`src/rtl/video_arb_pkg.sv`:
```
// video_arb_pkg
//   Shared definitions for the video/paint frame-buffer write arbiter:
//   the arbiter state encoding, default bus widths and the width of the
//   video run counter that bounds how long paint can be held off.
package video_arb_pkg;

    // Arbiter state: nobody granted, video DMA granted, paint engine granted.
    typedef enum logic [1:0] {
        IDLE    = 2'd0,
        GNT_VID = 2'd1,
        GNT_PNT = 2'd2
    } arb_state_e;

    localparam int DEF_ADDR_W = 32;
    localparam int DEF_DATA_W = 32;

    // Width of the consecutive-video-completion counter (limit 1..255 fits).
    localparam int RUN_CNT_W = 8;

endpackage : video_arb_pkg

```
`src/rtl/video_write_arbiter_if.sv`:
```
// video_write_arbiter_if
//   Bundles the three Avalon-MM write ports around the arbiter plus the
//   forced-grant status pulse.
//     vid_*  : video DMA master side (address, write, writedata in; waitrequest out)
//     pnt_*  : paint engine master side (same shape as vid_*)
//     mem_*  : downstream memory port (address, write, writedata out; waitrequest in)
//     stat_forced : one-cycle pulse when paint is granted by the run limit
//   Modports:
//     slave  : the arbiter's view (it is the slave of both write masters)
//     master : the environment's view (masters and memory model)
//
//   Handshake: Avalon-MM write. A master holds write/address/writedata
//   stable while its waitrequest is high; a transfer completes in any cycle
//   where write=1 and waitrequest=0.
interface video_write_arbiter_if #(
    parameter int ADDR_W = video_arb_pkg::DEF_ADDR_W,
    parameter int DATA_W = video_arb_pkg::DEF_DATA_W
);

    logic [ADDR_W-1:0] vid_address;
    logic              vid_write;
    logic [DATA_W-1:0] vid_writedata;
    logic              vid_waitrequest;

    logic [ADDR_W-1:0] pnt_address;
    logic              pnt_write;
    logic [DATA_W-1:0] pnt_writedata;
    logic              pnt_waitrequest;

    logic [ADDR_W-1:0] mem_address;
    logic              mem_write;
    logic [DATA_W-1:0] mem_writedata;
    logic              mem_waitrequest;

    logic              stat_forced;

    modport slave (
        input  vid_address, vid_write, vid_writedata,
        output vid_waitrequest,
        input  pnt_address, pnt_write, pnt_writedata,
        output pnt_waitrequest,
        output mem_address, mem_write, mem_writedata,
        input  mem_waitrequest,
        output stat_forced
    );

    modport master (
        output vid_address, vid_write, vid_writedata,
        input  vid_waitrequest,
        output pnt_address, pnt_write, pnt_writedata,
        input  pnt_waitrequest,
        input  mem_address, mem_write, mem_writedata,
        output mem_waitrequest,
        input  stat_forced
    );

endinterface : video_write_arbiter_if

```
`src/rtl/video_write_arbiter.sv`:
```
// video_write_arbiter
//   Shares one Avalon-MM write port into frame-buffer memory between the
//   video DMA (priority) and the paint engine. A run counter bounds the
//   number of consecutive video completions while paint is waiting; when
//   it reaches MAX_VIDEO_RUN the next grant goes to paint.
//
//   Ports:
//     clk_clk       : system clock, rising edge
//     reset_reset_n : asynchronous active-low reset
//     bus           : video_write_arbiter_if.slave (vid_*, pnt_*, mem_*, stat_forced)
//     dbg_state     : current arbiter state
//     dbg_run_cnt   : current consecutive-video-completion count
module video_write_arbiter
    import video_arb_pkg::*;
#(
    parameter int ADDR_W        = DEF_ADDR_W,
    parameter int DATA_W        = DEF_DATA_W,
    parameter int MAX_VIDEO_RUN = 16
) (
    input  logic                  clk_clk,
    input  logic                  reset_reset_n,
    video_write_arbiter_if.slave  bus,
    output arb_state_e            dbg_state,
    output logic [RUN_CNT_W-1:0]  dbg_run_cnt
);

    localparam logic [RUN_CNT_W-1:0] MAX_RUN = RUN_CNT_W'(MAX_VIDEO_RUN);

    arb_state_e           state_q, state_d;
    logic [RUN_CNT_W-1:0] run_cnt_q, run_cnt_d;
    logic                 stat_forced_q, stat_forced_d;

    logic [ADDR_W-1:0]    mem_address_c;
    logic [DATA_W-1:0]    mem_writedata_c;
    logic                 mem_write_c;
    logic                 vid_waitrequest_c;
    logic                 pnt_waitrequest_c;

    logic                 completion;
    logic                 vid_done;
    logic                 pnt_done;
    logic                 arbitrate;
    logic                 forced;

    // Output mux: the granted master is passed straight through so a grant
    // taken on a completion edge drives memory in the very next cycle.
    always_comb begin
        mem_address_c     = '0;
        mem_writedata_c   = '0;
        mem_write_c       = 1'b0;
        vid_waitrequest_c = 1'b1;
        pnt_waitrequest_c = 1'b1;
        case (state_q)
            GNT_VID: begin
                mem_address_c     = bus.vid_address;
                mem_writedata_c   = bus.vid_writedata;
                mem_write_c       = bus.vid_write;
                vid_waitrequest_c = bus.mem_waitrequest;
            end
            GNT_PNT: begin
                mem_address_c     = bus.pnt_address;
                mem_writedata_c   = bus.pnt_writedata;
                mem_write_c       = bus.pnt_write;
                pnt_waitrequest_c = bus.mem_waitrequest;
            end
            default: ;
        endcase
    end

    // Next-state, run counter and forced-grant decision.
    always_comb begin
        completion = mem_write_c && !bus.mem_waitrequest;
        vid_done   = completion && (state_q == GNT_VID);
        pnt_done   = completion && (state_q == GNT_PNT);

        // The counter only means something while paint is waiting.
        if (!bus.pnt_write || pnt_done) begin
            run_cnt_d = '0;
        end else if (vid_done && (run_cnt_q != MAX_RUN)) begin
            run_cnt_d = run_cnt_q + 1'b1;
        end else begin
            run_cnt_d = run_cnt_q;
        end

        // Re-arbitration never happens mid-transfer: only from IDLE or on
        // the completing cycle. The limit test uses the count including the
        // completion happening now, so exactly MAX_VIDEO_RUN video
        // completions precede the forced paint grant.
        arbitrate = (state_q == IDLE) || completion;
        forced    = arbitrate && bus.pnt_write && (run_cnt_d == MAX_RUN);

        state_d       = state_q;
        stat_forced_d = 1'b0;
        if (arbitrate) begin
            if (forced) begin
                state_d       = GNT_PNT;
                stat_forced_d = 1'b1;
            end else if (bus.vid_write) begin
                state_d = GNT_VID;
            end else if (bus.pnt_write) begin
                state_d = GNT_PNT;
            end else begin
                state_d = IDLE;
            end
        end else if (((state_q == GNT_VID) && !bus.vid_write) ||
                     ((state_q == GNT_PNT) && !bus.pnt_write)) begin
            // Granted master withdrew without completing: release the port.
            state_d = IDLE;
        end
    end

    always_ff @(posedge clk_clk or negedge reset_reset_n) begin
        if (!reset_reset_n) begin
            state_q       <= IDLE;
            run_cnt_q     <= '0;
            stat_forced_q <= 1'b0;
        end else begin
            state_q       <= state_d;
            run_cnt_q     <= run_cnt_d;
            stat_forced_q <= stat_forced_d;
        end
    end

    assign bus.mem_address     = mem_address_c;
    assign bus.mem_writedata   = mem_writedata_c;
    assign bus.mem_write       = mem_write_c;
    assign bus.vid_waitrequest = vid_waitrequest_c;
    assign bus.pnt_waitrequest = pnt_waitrequest_c;
    assign bus.stat_forced     = stat_forced_q;

    assign dbg_state   = state_q;
    assign dbg_run_cnt = run_cnt_q;

endmodule : video_write_arbiter
```
`src/flat_wrapper.sv`:
```
// flat-port wrapper written by rule: the top's interface ports become plain ports
module video_write_arbiter_flat import video_arb_pkg::*;
#(
    parameter int ADDR_W        = DEF_ADDR_W,
    parameter int DATA_W        = DEF_DATA_W,
    parameter int MAX_VIDEO_RUN = 16
)
  (clk_clk, reset_reset_n, dbg_state, dbg_run_cnt, bus_vid_address, bus_vid_write, bus_vid_writedata, bus_vid_waitrequest, bus_pnt_address, bus_pnt_write, bus_pnt_writedata, bus_pnt_waitrequest, bus_mem_address, bus_mem_write, bus_mem_writedata, bus_mem_waitrequest, bus_stat_forced);
  video_write_arbiter_if #(.ADDR_W(ADDR_W), .DATA_W(DATA_W)) bus_i ();
  input  logic clk_clk;
  input  logic reset_reset_n;
  output arb_state_e dbg_state;
  output logic [RUN_CNT_W-1:0] dbg_run_cnt;
  input wire logic [$bits(bus_i.vid_address)-1:0] bus_vid_address;
  input wire logic [$bits(bus_i.vid_write)-1:0] bus_vid_write;
  input wire logic [$bits(bus_i.vid_writedata)-1:0] bus_vid_writedata;
  output wire logic [$bits(bus_i.vid_waitrequest)-1:0] bus_vid_waitrequest;
  input wire logic [$bits(bus_i.pnt_address)-1:0] bus_pnt_address;
  input wire logic [$bits(bus_i.pnt_write)-1:0] bus_pnt_write;
  input wire logic [$bits(bus_i.pnt_writedata)-1:0] bus_pnt_writedata;
  output wire logic [$bits(bus_i.pnt_waitrequest)-1:0] bus_pnt_waitrequest;
  output wire logic [$bits(bus_i.mem_address)-1:0] bus_mem_address;
  output wire logic [$bits(bus_i.mem_write)-1:0] bus_mem_write;
  output wire logic [$bits(bus_i.mem_writedata)-1:0] bus_mem_writedata;
  input wire logic [$bits(bus_i.mem_waitrequest)-1:0] bus_mem_waitrequest;
  output wire logic [$bits(bus_i.stat_forced)-1:0] bus_stat_forced;
  assign bus_i.vid_address = bus_vid_address;
  assign bus_i.vid_write = bus_vid_write;
  assign bus_i.vid_writedata = bus_vid_writedata;
  assign bus_vid_waitrequest = bus_i.vid_waitrequest;
  assign bus_i.pnt_address = bus_pnt_address;
  assign bus_i.pnt_write = bus_pnt_write;
  assign bus_i.pnt_writedata = bus_pnt_writedata;
  assign bus_pnt_waitrequest = bus_i.pnt_waitrequest;
  assign bus_mem_address = bus_i.mem_address;
  assign bus_mem_write = bus_i.mem_write;
  assign bus_mem_writedata = bus_i.mem_writedata;
  assign bus_i.mem_waitrequest = bus_mem_waitrequest;
  assign bus_stat_forced = bus_i.stat_forced;
  video_write_arbiter #(.ADDR_W(ADDR_W), .DATA_W(DATA_W), .MAX_VIDEO_RUN(MAX_VIDEO_RUN)) u_core (.clk_clk(clk_clk), .reset_reset_n(reset_reset_n), .bus(bus_i), .dbg_state(dbg_state), .dbg_run_cnt(dbg_run_cnt));
endmodule
```
`config.mk`:
```
export PLATFORM = sky130hd
export DESIGN_NAME = video_write_arbiter_flat
export DESIGN_NICKNAME = d
export VERILOG_FILES = /design/src/rtl/video_arb_pkg.sv /design/src/rtl/video_write_arbiter_if.sv /design/src/rtl/video_write_arbiter.sv /design/src/flat_wrapper.sv
export SDC_FILE = /design/constraint.sdc
export NUM_CORES = 1
export LEC_CHECK = 0
export CORE_AREA = 2 2 81 83
export CTS_CLUSTER_DIAMETER = 60
export DETAILED_ROUTE_END_ITERATION = 12
export DIE_AREA = 0 0 83 85
export DONT_BUFFER_PORTS = 1
export MAX_ROUTING_LAYER = met4
export PLACE_DENSITY = 0.54
export REMOVE_ABC_BUFFERS = 1
export SLEW_MARGIN = 0
export SYNTH_ARGS = -nofsm -noshare
export SYNTH_HDL_FRONTEND = slang
export SYNTH_SLANG_ARGS = --single-unit
export TNS_END_PERCENT = 100
```
`constraint.sdc`:
```
create_clock -name clk_clk -period 3.05 [get_ports clk_clk]
set_clock_uncertainty 0.05 [all_clocks]
set_input_delay 0.915 -clock clk_clk [delete_from_list [all_inputs] [get_ports clk_clk]]
set_output_delay 0.915 -clock clk_clk [all_outputs]
set_load 0.02 [all_outputs]
```
-- Yosys cells after proc, flatten, opt, wreduce, memory -nomap -nowiden
Index checks and enable logic that the tools add are counted.
- word-level logic and storage cells: 38
- bits in registers: 11
- input bits: 133
- reductions and logical operators: 16
- equality and inequality tests: 4
- $add $sub $neg: 1
- muxes and demuxes: 14
- operator list (operator ; count):
    case mux 32 bit (2 select lines) ; 2
    two-way mux 8 bit ; 2
    two-way mux 2 bit ; 5
    adder 8 x 1 -> 8 bit (second input constant) ; 1
    == test 8 x 5 -> 1 bit (second input constant) ; 1
    logical AND 1 bit ; 8
    inequality test 8 x 5 -> 1 bit (second input constant) ; 1
    two-way mux 1 bit ; 4
    logical NOT 1 bit ; 3
    logical OR 1 bit ; 3
    == test 2 x 1 -> 1 bit (second input constant) ; 1
    == test 2 bit (second input constant) ; 1
    logical NOT 2 bit ; 1
    case mux 1 bit (2 select lines) ; 1
    nonzero test 2 bit ; 1

-- Depth between registers and ports, before layout
- depth in word-level cells: 11
- gate-level depth with buffers: 8
- depth with buffers taken out: 7

-- Worst setup path before layout
No wires, ideal clock.
- path type: reg2out
- from: register u_core.state_q[0], in the netlist u_core.dbg_state[0]
- to: output port bus_mem_writedata[23]
- buffers on the path: 3
- slack: 205 ps
- cell stages (with the launch flop): 8
- data arrival time: 1880 ps
- path through: dfrtp_1 > inv_1 > ha_1 > buf_2 > clkbuf_1 > clkbuf_1 > a22oi_1 > nor2b_1
- word-level cells in the longest chain between the ends: 2
- elaborated cells between the ends (all ways): 3
- classes of those cells: eq/ne: 2; mux: 1
- ends and longest elaborated chain (element ; line ; RTL):
    start, declared ; video_write_arbiter.sv:29 ; arb_state_e state_q, state_d;
    start signal, assigned ; video_write_arbiter.sv:118 ; state_q <= state_d;
    == test 2 bit or == test 2 x 1 -> 1 bit (tied branches) ; video_write_arbiter.sv:53 ; case (state_q)
    case mux 32 bit (2 select lines) * ; video_write_arbiter.sv:53 ;
    end, declared ; flat_wrapper.sv:24 ; output wire logic [$bits(bus_i.mem_writedata)-1:0] bus_mem_writedata;
Every way passes the cells marked *; elsewhere a longest branch is shown, timed or not.

-- Final worst setup path
- from: register u_core.state_q[0], in the netlist u_core.dbg_state[0]
- to: output port bus_mem_writedata[27]
The elaborated chain is that of the path after synthesis.

==> results by group <==
Outcome
  • Outcome: complete, no violations

Cells and area
  • Most frequent cells in the layout: buf_4, nor2b_1, a22oi_1, dfrtp_1, nor2_1
  • Nets: 431
  • Sequential Area: 275 um^2
  • Cell area after layout: 0.00245 mm^2
  • Multi-input logic area: 0.00142 mm^2
  • Leading cell type in the layout, fill and taps excluded: buf_4
  • Synth-to-layout area growth: 35.7%
  • Cell Count, Final, Fillers Out: 375
  • Share of cells above drive strength 1: 30.8%
  • Fin util: 39.5%
  • # fillers: 623

Synth
  • Sequential share of the synthesized area: 15.2%
  • Flops & latches, synth: 11
  • Cell area after synthesis: 0.00181 mm^2
  • Post-Syn Instances: 238
  • Synth Flop Type: dfrtp_1
  • YS warnings: 0
  • Synth unique cells: 42
  • Ys async rst share: 100%
  • Mean post-synth cell area: 7.59 um^2
  • Post-synth EDFFs: 0

Route
  • WL/cell: 19.4 um
  • TritonRoute pass-1 iters: 4
  • Vias per cell: 5.60
  • Routed Antenna Nets: 0
  • DRT iter0 DRCs: 78
  • Drt total wl: 7270 um
  • Vias: 2100
  • Drt drc: 0

Timing
  • Worst slew margin: 73.3%
  • Slew @ Worst Pin: 389 ps
  • Pins Over Slew Limit: 0
  • Final hold violations: 0
  • Final worst path period need: 2700 ps
  • Max frequency: 371 MHz
  • Final cycle utilization of the critical path: 88.4%
  • Final setup viols: 0
  • RSZ-0062 raised after global routing: no
  • Hold WS: 322 ps

Worst setup path
  • Critical path class: flip-flop to output port
  • Largest delay share family, worst path: buffers and inverters
  • Crit-path max cell delay: 390 ps
  • CP max FO: 45
  • Worst path cell trace: inv_1 > ha_1 > buf_4 > nor2b_1 > buf_4
  • Critical Path End Type: output port
  • CP most frequent cell: buf_4
  • Worst path slowest cell: ha_1
  • CP required: 2080 ps
  • Critical path startpoint category: flip-flop
  • CP bufs+invs: 3
  • Arr. time, crit path: 1730 ps

Flow run
  • Max-cap viol count: 0

CTS
  • CTS Hold Bufs: 0
  • Clock sink total: 11
  • Post-cts gate resize count: 0
  • CTS H-tree lvls: 1
  • Clock Tree Root: clkbuf_8
  • Clock buffer depth: 2
  • Clock tree from TritonCTS: yes
  • Cts bufs inserted: 3
  • Setup Buffers After CTS: 0
  • Worst skew pair latency: 240 ps
  • Worst-path clk slew: 50 ps

Global routing
  • First-pass GRT wire length: 10600 um
  • Largest net degree at the start of global routing: 47
  • GRT Total Usage: 19.4%
  • Vias in the first global route: 1866
  • Initial antenna violation count: 6
  • GRT overflow: 0

Die
  • Number of placed I/O pins: 211
  • Site row count: 29
  • Core area: 0.00620 mm^2
  • Die area: 0.00706 mm^2
  • DIE WIDTH: 83 um
  • Initial core utilization: 29.1%
  • Die Y: 85 um

Placed design
  • Port bufs: 0
  • Dpl cells: 365
  • GPL Wtd Cong: 0.834
  • Dpl hpwl: 6050 um
  • Area after DPL: 0.00239 mm^2

Power
  • Static leakage: 0.846 nW
  • Power Density: 120 mW/mm^2
  • Peak supply drop: 0.000224 V

Hold path
  • Hold Crit Class: input port to async pin
final cells by class:
class                           count  area share, %
Multi-Input combinational cell    197           57.8
Timing Repair Buffer               74           23.7
Sequential cell                    11           11.2
Tap cell                           77           3.93
Inverter                            6          0.919
Antenna cell                        6          0.613
Clock buffer                        4           1.84
routing by layer:
layer	GRT usage [%]	share of wire (%)
met5	-	0
met4	4.77	2.1
met3	13.8	15
met2	25.5	43
met1	23.6	40
sequential cells by signal (all words and copies together), names as in the netlist:
signal and cells:
u_core.dbg_state 2, u_core.dbg_run_cnt 8, u_core.bus.stat_forced 1
worst paths after layout:
check	from	endpoint	slack [ps]	cells past startpoint
worst min register to register	u_core.dbg_run_cnt[0]	u_core.dbg_run_cnt[0]	620	3
worst min-delay path	reset_reset_n	u_core.bus.stat_forced	320	0
max in group asynchronous	reset_reset_n	u_core.dbg_run_cnt[7]	2560	0
min in group clk_clk	u_core.dbg_run_cnt[0]	u_core.dbg_run_cnt[0]	620	3
worst max-delay path	u_core.dbg_state[0]	bus_mem_writedata[27]	350	5
worst max register to register	u_core.dbg_run_cnt[1]	u_core.dbg_state[0]	650	7
synthesized netlist by cell type, types with 2 or more instances:
| master | count | share of area, % |
|---|---|---|
| nor2b_1 | 67 | 23 |
| a22oi_1 | 65 | 27 |
| clkbuf_1 | 15 | 3.1 |
| dfrtp_1 | 11 | 15 |
| nor2_1 | 7 | 1.5 |
| inv_1 | 6 | 1.2 |
| nand3_1 | 6 | 1.7 |
| a21oi_1 | 5 | 1.4 |
| buf_1 | 5 | 1.0 |
| ha_1 | 5 | 3.5 |
| buf_2 | 3 | 0.83 |
| nand2_1 | 3 | 0.62 |
| nor3_1 | 3 | 0.83 |
| xor2_1 | 3 | 1.5 |
| and4bb_2 | 2 | 1.4 |
| mux2i_1 | 2 | 1.1 |
| nand2b_1 | 2 | 0.69 |
| nand3b_1 | 2 | 0.83 |
| nor4_1 | 2 | 0.69 |
| o21ai_0 | 2 | 0.55 |
where the power goes:
group | leakage [nW] | switching, W | internal, W
sequential | 0.143 | 0 | 0.000146
clock | 0.0228 | 0.0000502 | 0.0000913
combinational | 0.680 | 0.00000373 | 0.00000339
per-stage QoR:
step | TNS (ps) | worst slack, ps | power, W
after floorplan | -27100 | -450 | 0.000155
after global placement | 0 | 604 | 0.000156
after detailed placement | 0 | 595 | 0.000156
after CTS | 0 | 334 | 0.000301
after global routing | 0 | 199 | 0.000309
final | 0 | 354 | 0.000295
cells by family after synthesis:
| group | synth area share, % |
|---|---|
| compound gates | 33.6 |
| simple gates | 37.4 |
| xor+xnor | 1.94 |
| fa+ha+maj | 3.47 |
| buf+inv | 6.65 |
| flops | 15.2 |
| mux | 1.73 |
Note: power is estimated with default switching activity, not from simulation.
